### config.mk
export PLATFORM = sky130hd
export DESIGN_NAME = tf0_in_buffer_flat
export DESIGN_NICKNAME = d
export VERILOG_FILES = /design/src/rtl/tf0_in_buffer_pkg.sv /design/src/rtl/tf0_in_buffer_if.sv /design/src/rtl/tf0_fifo_mem.sv /design/src/rtl/tf0_in_buffer.sv /design/src/flat_wrapper.sv
export SDC_FILE = /design/constraint.sdc
export NUM_CORES = 1
export LEC_CHECK = 0
export ABC_AREA = 1
export CAP_MARGIN = 5
export CORE_ASPECT_RATIO = 1.75
export CORE_MARGIN = 2
export CORE_UTILIZATION = 35
export DETAILED_ROUTE_END_ITERATION = 12
export SLEW_MARGIN = 20
export SYNTH_ARGS = -nofsm -noshare
export SYNTH_HDL_FRONTEND = slang
export SYNTH_SLANG_ARGS = --single-unit
### constraint.sdc
create_clock -name clk -period 2.8 [get_ports clk]
set_input_delay 0.28 -clock clk [delete_from_list [all_inputs] [get_ports clk]]
set_output_delay 0.28 -clock clk [all_outputs]
set_load 0.005 [all_outputs]
### src/rtl/tf0_in_buffer_pkg.sv
// Shared types and sizing helpers for the TestFunction0 input buffer.
package tf0_buffer_pkg;

  localparam int TF0_DATA_W = 32;

  typedef logic signed [31:0] tf0_word_t;

  // Occupancy needs one extra bit so that "full" (level == DEPTH) is representable.
  function automatic int level_w(input int depth);
    return $clog2(depth) + 1;
  endfunction

endpackage

### src/rtl/tf0_in_buffer_if.sv
// Source-side valid/ready and consumer-side notify/sync signals of the input buffer.
interface tf0_in_buffer_if #(
  parameter int DATA_W = 32
);
  logic [DATA_W-1:0] in_data;
  logic              in_valid;
  logic              in_ready;
  logic [DATA_W-1:0] out_data;
  logic              out_notify;
  logic              out_sync;

  modport slave (
    input  in_data, in_valid, out_sync,
    output in_ready, out_data, out_notify
  );

  modport master (
    output in_data, in_valid, out_sync,
    input  in_ready, out_data, out_notify
  );
endinterface

### src/rtl/tf0_fifo_mem.sv
// DEPTH x DATA_W storage: synchronous write, asynchronous read.
module tf0_fifo_mem #(
  parameter int DATA_W = 32,
  parameter int DEPTH  = 4,
  localparam int PTR_W = $clog2(DEPTH)
) (
  input  logic              clk,
  input  logic              we,
  input  logic [PTR_W-1:0]  waddr,
  input  logic [DATA_W-1:0] wdata,
  input  logic [PTR_W-1:0]  raddr,
  output logic [DATA_W-1:0] rdata
);

  logic [DATA_W-1:0] mem [DEPTH];

  always_ff @(posedge clk) begin
    if (we) begin
      mem[waddr] <= wdata;
    end
  end

  assign rdata = mem[raddr];

endmodule

### src/rtl/tf0_in_buffer.sv
// Producer-side FIFO for b_in: valid/ready in, blocking notify/sync out,
// with transfer counter and sticky overflow status.
module tf0_in_buffer
  import tf0_buffer_pkg::*;
#(
  parameter int DATA_W = TF0_DATA_W,
  parameter int DEPTH  = 4,
  parameter int CNT_W  = 32,
  localparam int LEVEL_W = level_w(DEPTH)
) (
  input  logic               clk,
  input  logic               rst,
  tf0_in_buffer_if.slave     bus,
  output logic [LEVEL_W-1:0] level,
  output logic [CNT_W-1:0]   xfer_count,
  output logic               overflow
);

  localparam int PTR_W = $clog2(DEPTH);

  logic [PTR_W-1:0] wr_ptr;
  logic [PTR_W-1:0] rd_ptr;
  logic             push;
  logic             pop;

  // Handshake flags come from the registered level only, so no in_* to out_* path exists.
  assign bus.in_ready   = (level != LEVEL_W'(DEPTH));
  assign bus.out_notify = (level != '0);

  assign push = bus.in_valid && bus.in_ready;
  assign pop  = bus.out_notify && bus.out_sync;

  tf0_fifo_mem #(
    .DATA_W (DATA_W),
    .DEPTH  (DEPTH)
  ) u_mem (
    .clk   (clk),
    .we    (push && !rst),
    .waddr (wr_ptr),
    .wdata (bus.in_data),
    .raddr (rd_ptr),
    .rdata (bus.out_data)
  );

  always_ff @(posedge clk) begin
    if (rst) begin
      wr_ptr     <= '0;
      rd_ptr     <= '0;
      level      <= '0;
      xfer_count <= '0;
      overflow   <= 1'b0;
    end else begin
      if (push) begin
        wr_ptr <= wr_ptr + PTR_W'(1);
      end
      if (pop) begin
        rd_ptr     <= rd_ptr + PTR_W'(1);
        xfer_count <= xfer_count + CNT_W'(1);
      end
      unique case ({push, pop})
        2'b10:   level <= level + LEVEL_W'(1);
        2'b01:   level <= level - LEVEL_W'(1);
        default: level <= level;
      endcase
      if (bus.in_valid && !bus.in_ready) begin
        overflow <= 1'b1;
      end
    end
  end

endmodule

### src/flat_wrapper.sv
// flat-port wrapper written by rule: the top's interface ports become plain ports
module tf0_in_buffer_flat import tf0_buffer_pkg::*;
#(
  parameter int DATA_W = TF0_DATA_W,
  parameter int DEPTH  = 4,
  parameter int CNT_W  = 32,
  localparam int LEVEL_W = level_w(DEPTH)
)
  (clk, rst, level, xfer_count, overflow, bus_in_data, bus_in_valid, bus_out_sync, bus_in_ready, bus_out_data, bus_out_notify);
  tf0_in_buffer_if #(.DATA_W(DATA_W)) bus_i ();
  input  logic clk;
  input  logic rst;
  output logic [LEVEL_W-1:0] level;
  output logic [CNT_W-1:0] xfer_count;
  output logic overflow;
  input wire logic [$bits(bus_i.in_data)-1:0] bus_in_data;
  input wire logic [$bits(bus_i.in_valid)-1:0] bus_in_valid;
  input wire logic [$bits(bus_i.out_sync)-1:0] bus_out_sync;
  output wire logic [$bits(bus_i.in_ready)-1:0] bus_in_ready;
  output wire logic [$bits(bus_i.out_data)-1:0] bus_out_data;
  output wire logic [$bits(bus_i.out_notify)-1:0] bus_out_notify;
  assign bus_i.in_data = bus_in_data;
  assign bus_i.in_valid = bus_in_valid;
  assign bus_i.out_sync = bus_out_sync;
  assign bus_in_ready = bus_i.in_ready;
  assign bus_out_data = bus_i.out_data;
  assign bus_out_notify = bus_i.out_notify;
  tf0_in_buffer #(.DATA_W(DATA_W), .DEPTH(DEPTH), .CNT_W(CNT_W)) u_core (.clk(clk), .rst(rst), .bus(bus_i), .level(level), .xfer_count(xfer_count), .overflow(overflow));
endmodule
[Yosys cells after proc, flatten, opt, wreduce, memory -nomap -nowiden]
Memory sizes are Yosys's and may differ from the RTL's. A register that Yosys moved wholly into a read port is not among the register bits.
Index checks and enable logic that the tools add are counted.
Widths: inputs -> output; s select.
Operators by class
  $add $sub $neg: 5
  equal/unequal tests: 3
  multiplexer cells: 5
  reduce and logical (&&, ||, !) cells: 8
Operator list (number)
  $add 32x1->32 const B: 1
  $pmux 3 s2: 1
  $add 2x1->2 const B: 2
  $logic_and 1x1->1: 4
  $mux 2: 2
  $add 3x1->3 const B: 1
  $ne 3x3->1 const B: 1
  $reduce_bool 3->1: 1
  $sub 3x1->3 const B: 1
  $eq 2x1->1 const B: 1
  $eq 2x2->1 const B: 1
  $logic_not 1->1: 2
  $mux 1: 2
  $reduce_bool 2->1: 1
Storage, ports and cells
  register bits: 40
  bits in writable memories: 128
  input port bits: 36
  output and inout bits: 70
  word-level logic and storage cells: 27
  memories: 1
Memory list
  u_core.u_mem.mem: words 4, bits a word 32, rd ports 1, clocked after Yosys merged registers in 1, wr ports 1, line tf0_fifo_mem.sv:15  | logic [DATA_W-1:0] mem [DEPTH];

[Depth between registers and ports, before layout]
  depth after elaboration: 5
  depth in mapped cells: 12
  depth with buffers taken out: 11

[Modules after synthesis]
A second synthesis with hierarchy kept.
Unflattened totals
  cell total of the unflattened synthesis: 849
  area total of the unflattened synthesis: 7682.4 µm²
Modules (own cells, without submodules)
  tf0_fifo_mem: instances 1, cells each 509, area each 5437.7 µm², seq. area each 3843.7 µm²
  tf0_in_buffer: instances 1, cells each 340, area each 2244.7 µm², seq. area each 800.8 µm²

[Worst setup path before layout]
Ideal clock, no wire load.
  kind: register to register
  start point: reg u_core.level[1]
  end point: mem u_core.u_mem.mem[0][0] (enable)
  setup time: 421 ps
  arrival: 2040 ps
  data required time: 2379 ps
  path slack: 339 ps
  cell stages (with the launch flop): 5
  path buffers: 0
  clock period less this slack: 2461 ps
  cells stage by stage: dfxtp_1 > nor2_2 > nand2_1 > nand3_1 > nor2_1
On the way
  longest elaborated chain between the ends: 5
Ends and longest elaborated chain
  start: declaration: line tf0_in_buffer.sv:14  | output logic [LEVEL_W-1:0] level,
  start signal: assignment: line tf0_in_buffer.sv:61  | 2'b10: level <= level + LEVEL_W'(1);
  start signal: assignment: line tf0_in_buffer.sv:62  | 2'b01: level <= level - LEVEL_W'(1);
  start signal: assignment: line tf0_in_buffer.sv:63  | default: level <= level;
  $ne 3x3->1: line tf0_in_buffer.sv:27  | assign bus.in_ready = (level != LEVEL_W'(DEPTH));
  named net bus_in_ready: line flat_wrapper.sv:19  | output wire logic [$bits(bus_i.in_ready)-1:0] bus_in_ready;
  $logic_and 1x1->1: line tf0_in_buffer.sv:30  | assign push = bus.in_valid && bus.in_ready;
  $logic_and 1x1->1: line tf0_in_buffer.sv:38  | .we (push && !rst),
  $mux 1: line tf0_fifo_mem.sv:18  | if (we) begin
  $mux 1 (implied by the code): line tf0_fifo_mem.sv:19  | mem[waddr] <= wdata;
  end: declaration: line tf0_fifo_mem.sv:15
The timed path passes the listed nets, and every way through them passes these cells.

==> reports/results.txt <==
Hold buffer count at CTS -> 0
Worst-path clk slew -> 0.06 ns
Clk Latency, worst-skew pair -> 0.42 ns
Initial DRC Count -> 212
Gp weighted congestion -> 0.9051
Via count -> 5035
Overall power -> 6.843 mW
Routed Antenna Nets -> 0
Worst Path Required -> 2.52 ns
TritonRoute pass-1 iters -> 4
Syn Nets -> 695
Primary FF master, synth -> edfxtp_1
Pint -> 5.000 mW
Cell family with most CP delay -> buffers and inverters
Power share of the combinational group -> 0.221
Startpoint type of the worst setup path -> register
Final min period -> 2.283 ns
Max-Cap Viols -> 0
Hold Vio Cnt, Final -> 0
VDD IR-drop max -> 0.4697 mV
Pwr/cell area -> 763.9 nW/um2
Rel. slew slack -> 0.6668
Height of the die -> 190.4 um
Largest net degree at the start of global routing -> 65
Switching share of power -> 0.2693
CTS sink cnt -> 170
Register area share after synthesis -> 0.6742
Most common cell in the synthesized netlist -> nor2_1
Initial antenna violation count -> 0
Synth Instances -> 652
#FFs+latches synth -> 170
Bufs on Longest Clock Path -> 2
Met1 WL -> 6239 um
Synth top area cells -> edfxtp_1 55%, dfxtp_1 12%, nor2_1 7.1%
CP Buf/Inv Count -> 2
Wire length per cell -> 16.18 um
Worst-path cell chain -> buf_4 > o21ai_0 > o22ai_1 > clkdlybuf4s50_1
Root Buffer -> clkbuf_16
Die Width -> 110.5 um
CTS tree -> done
Grt ovf -> 0
Max Clock Freq -> 0.4380 GHz
Crit-path slowest cell -> clkdlybuf4s50_1
Initial Util -> 0.3551
Row Count -> 68
CORE AREA -> 19570 um2
Final worst-path cycle share -> 0.8154
Worst slew pin tran -> 0.4998 ns
Total CTS buffers -> 17
Top Metal Used -> met4
I/O Pins -> 106
Yosys top cell area share -> 0.5532
Kind of critical path -> register to output pin
CTS resizes -> 0
Synth Cell Area -> 6948 um2
Unrepaired setup endpoints after global routing -> false
Synth cell count leaders -> 132 x nor2_1, 128 x edfxtp_1, 80 x o21ai_0
H-tree Lvls -> 4
Min-delay worst type -> register to register
Fin worst setup slack -> 0.5169 ns
Worst clock skew -> 0.01060 ns
Final setup vio count -> 0
Routed wl met3 -> 655 um
Max Fanout on Critical Path -> 32
Share of cells above drive strength 1 -> 0.07732
Cell leakage power -> 2.967 nW
Vias per cell -> 4.931
Post-Route WL -> 16520 um
DRC Markers -> 0
Post-synth EDFFs -> 128
Arrival @ worst endpoint -> 2.00 ns
Full die area -> 21040 um2
DP HPWL -> 10830 um
GRT Total Usage -> 0.1570
YS warnings -> 0
CP Capture Type -> output pin
Status -> finished, final reports clean
Psw -> 1.843 mW
Antenna cells -> 0
Clock power frac -> 0.353
Final TNS setup -> 0 ns
Post-synthesis cell type count -> 30
First-pass GRT wire length -> 25290 um
Syn_area_per_cell -> 10.66 um2
Cell taking the most area after synthesis -> edfxtp_1
Routed met2 length -> 9248 um
Worst path max stage delay -> 0.54 ns
Post-CTS setup buffers -> 0
Vias in the first global route -> 4874
Dpl ws -> 0.4976 ns
Register share of total power -> 0.427
Synth async-reset ratio -> 0
Area grow syn2layout -> 28.94%
Port bufs -> 105
Max Slew Vio Count -> 0
Total Nets Final -> 806
-- worst paths after layout --
check / end / slack [ns] / cells after the start / from
hold / removal: u_core.overflow / 0.45 / 2 / u_core.overflow
setup / recovery: bus_out_data[4] / 0.52 / 4 / register
hold reg to reg: u_core.overflow / 0.45 / 2 / u_core.overflow
setup reg to reg: u_core.level[2] / 0.75 / 11 / u_core.level[2]
-- worst register-to-register path, delay by kind of cell, from the launching register on --
kind / cells / cell delay (ns)
simple gates: 2 / 0.29
compound gates: 4 / 0.45
fa+ha+maj: 2 / 0.54
flops: 1 / 0.39
buf+inv: 3 / 0.28
-- stage by stage --
step	instance area (um2)	hold WS [ns]	utilization	cells
2_1_floorplan	6948	0.3495	-	652
3_3_place_gp	8344	0.4414	0.4264	989
3_5_place_dp	8344	0.4448	0.4264	989
4_1_cts	8959	0.4519	0.4578	1021
5_1_grt	8959	0.4839	0.4578	1021
6_report	8959	0.4491	0.4578	1021
-- layout by cell type, fill, tap and decap left out, types with 9 or more instances in the layout --
| master | count |
|---|---|
| o22ai_1 | 32 |
| inv_1 | 42 |
| dfxtp_1 | 41 |
| nand2_1 | 75 |
| a21oi_1 | 28 |
| nand3_1 | 22 |
| edfxtp_1 | 128 |
| buf_4 | 9 |
| nor2_1 | 128 |
| clkdlybuf4s50_1 | 105 |
| clkbuf_16 | 17 |
| o21ai_0 | 80 |
-- sequential cells by signal, indices dropped and copies added, names as in the netlist, named ones only --
| register | count |
|---|---|
| u_core.level | 3 |
| u_core.wr_ptr | 2 |
| u_core.rd_ptr | 2 |
| u_core.xfer_count | 32 |
| u_core.overflow | 1 |
| u_core.u_mem.mem | 128 |
-- kinds of logic after synthesis --
kind of cell / count (synthesis) / share of synthesized area
AOI/OAI and AO/OA: 145 / 0.1116
DFF: 170 / 0.6742
and+or+nand+nor: 259 / 0.1578
buffers and inverters: 67 / 0.03764
adders and majority gates: 7 / 0.01369
xor gates and xnor gates: 4 / 0.005043
-- layer usage --
layer / global-route usage / vias to the layer above
li1: - / 2505
met2: 0.3056 / 123
met5: 0 / -
met3: 0.03687 / 22
met1: 0.1556 / 2385
met4: 0.07115 / 0
-- cell type report --
class	instances	area [um2]
clock buffer	18	429.2
clock inverter	14	185.2
fill	1855	10610
inverter	43	161.4
multi-input combinational	415	2032
sequential	170	4686
tap	245	306.5
timing repair buffer	116	1159
-- power by group through the flow --
stage          Sequential (mW)  Clock, mW  Combinational (mW)
6_report                  2.92       2.41                1.51
5_1_grt                   2.93       2.59                1.67
4_1_cts                   2.92       2.48                1.55
3_5_place_dp              2.97          0                1.54
3_3_place_gp              2.97          0                1.54
2_1_floorplan             2.97          0               0.722
Power figures use the tool's default switching activity.
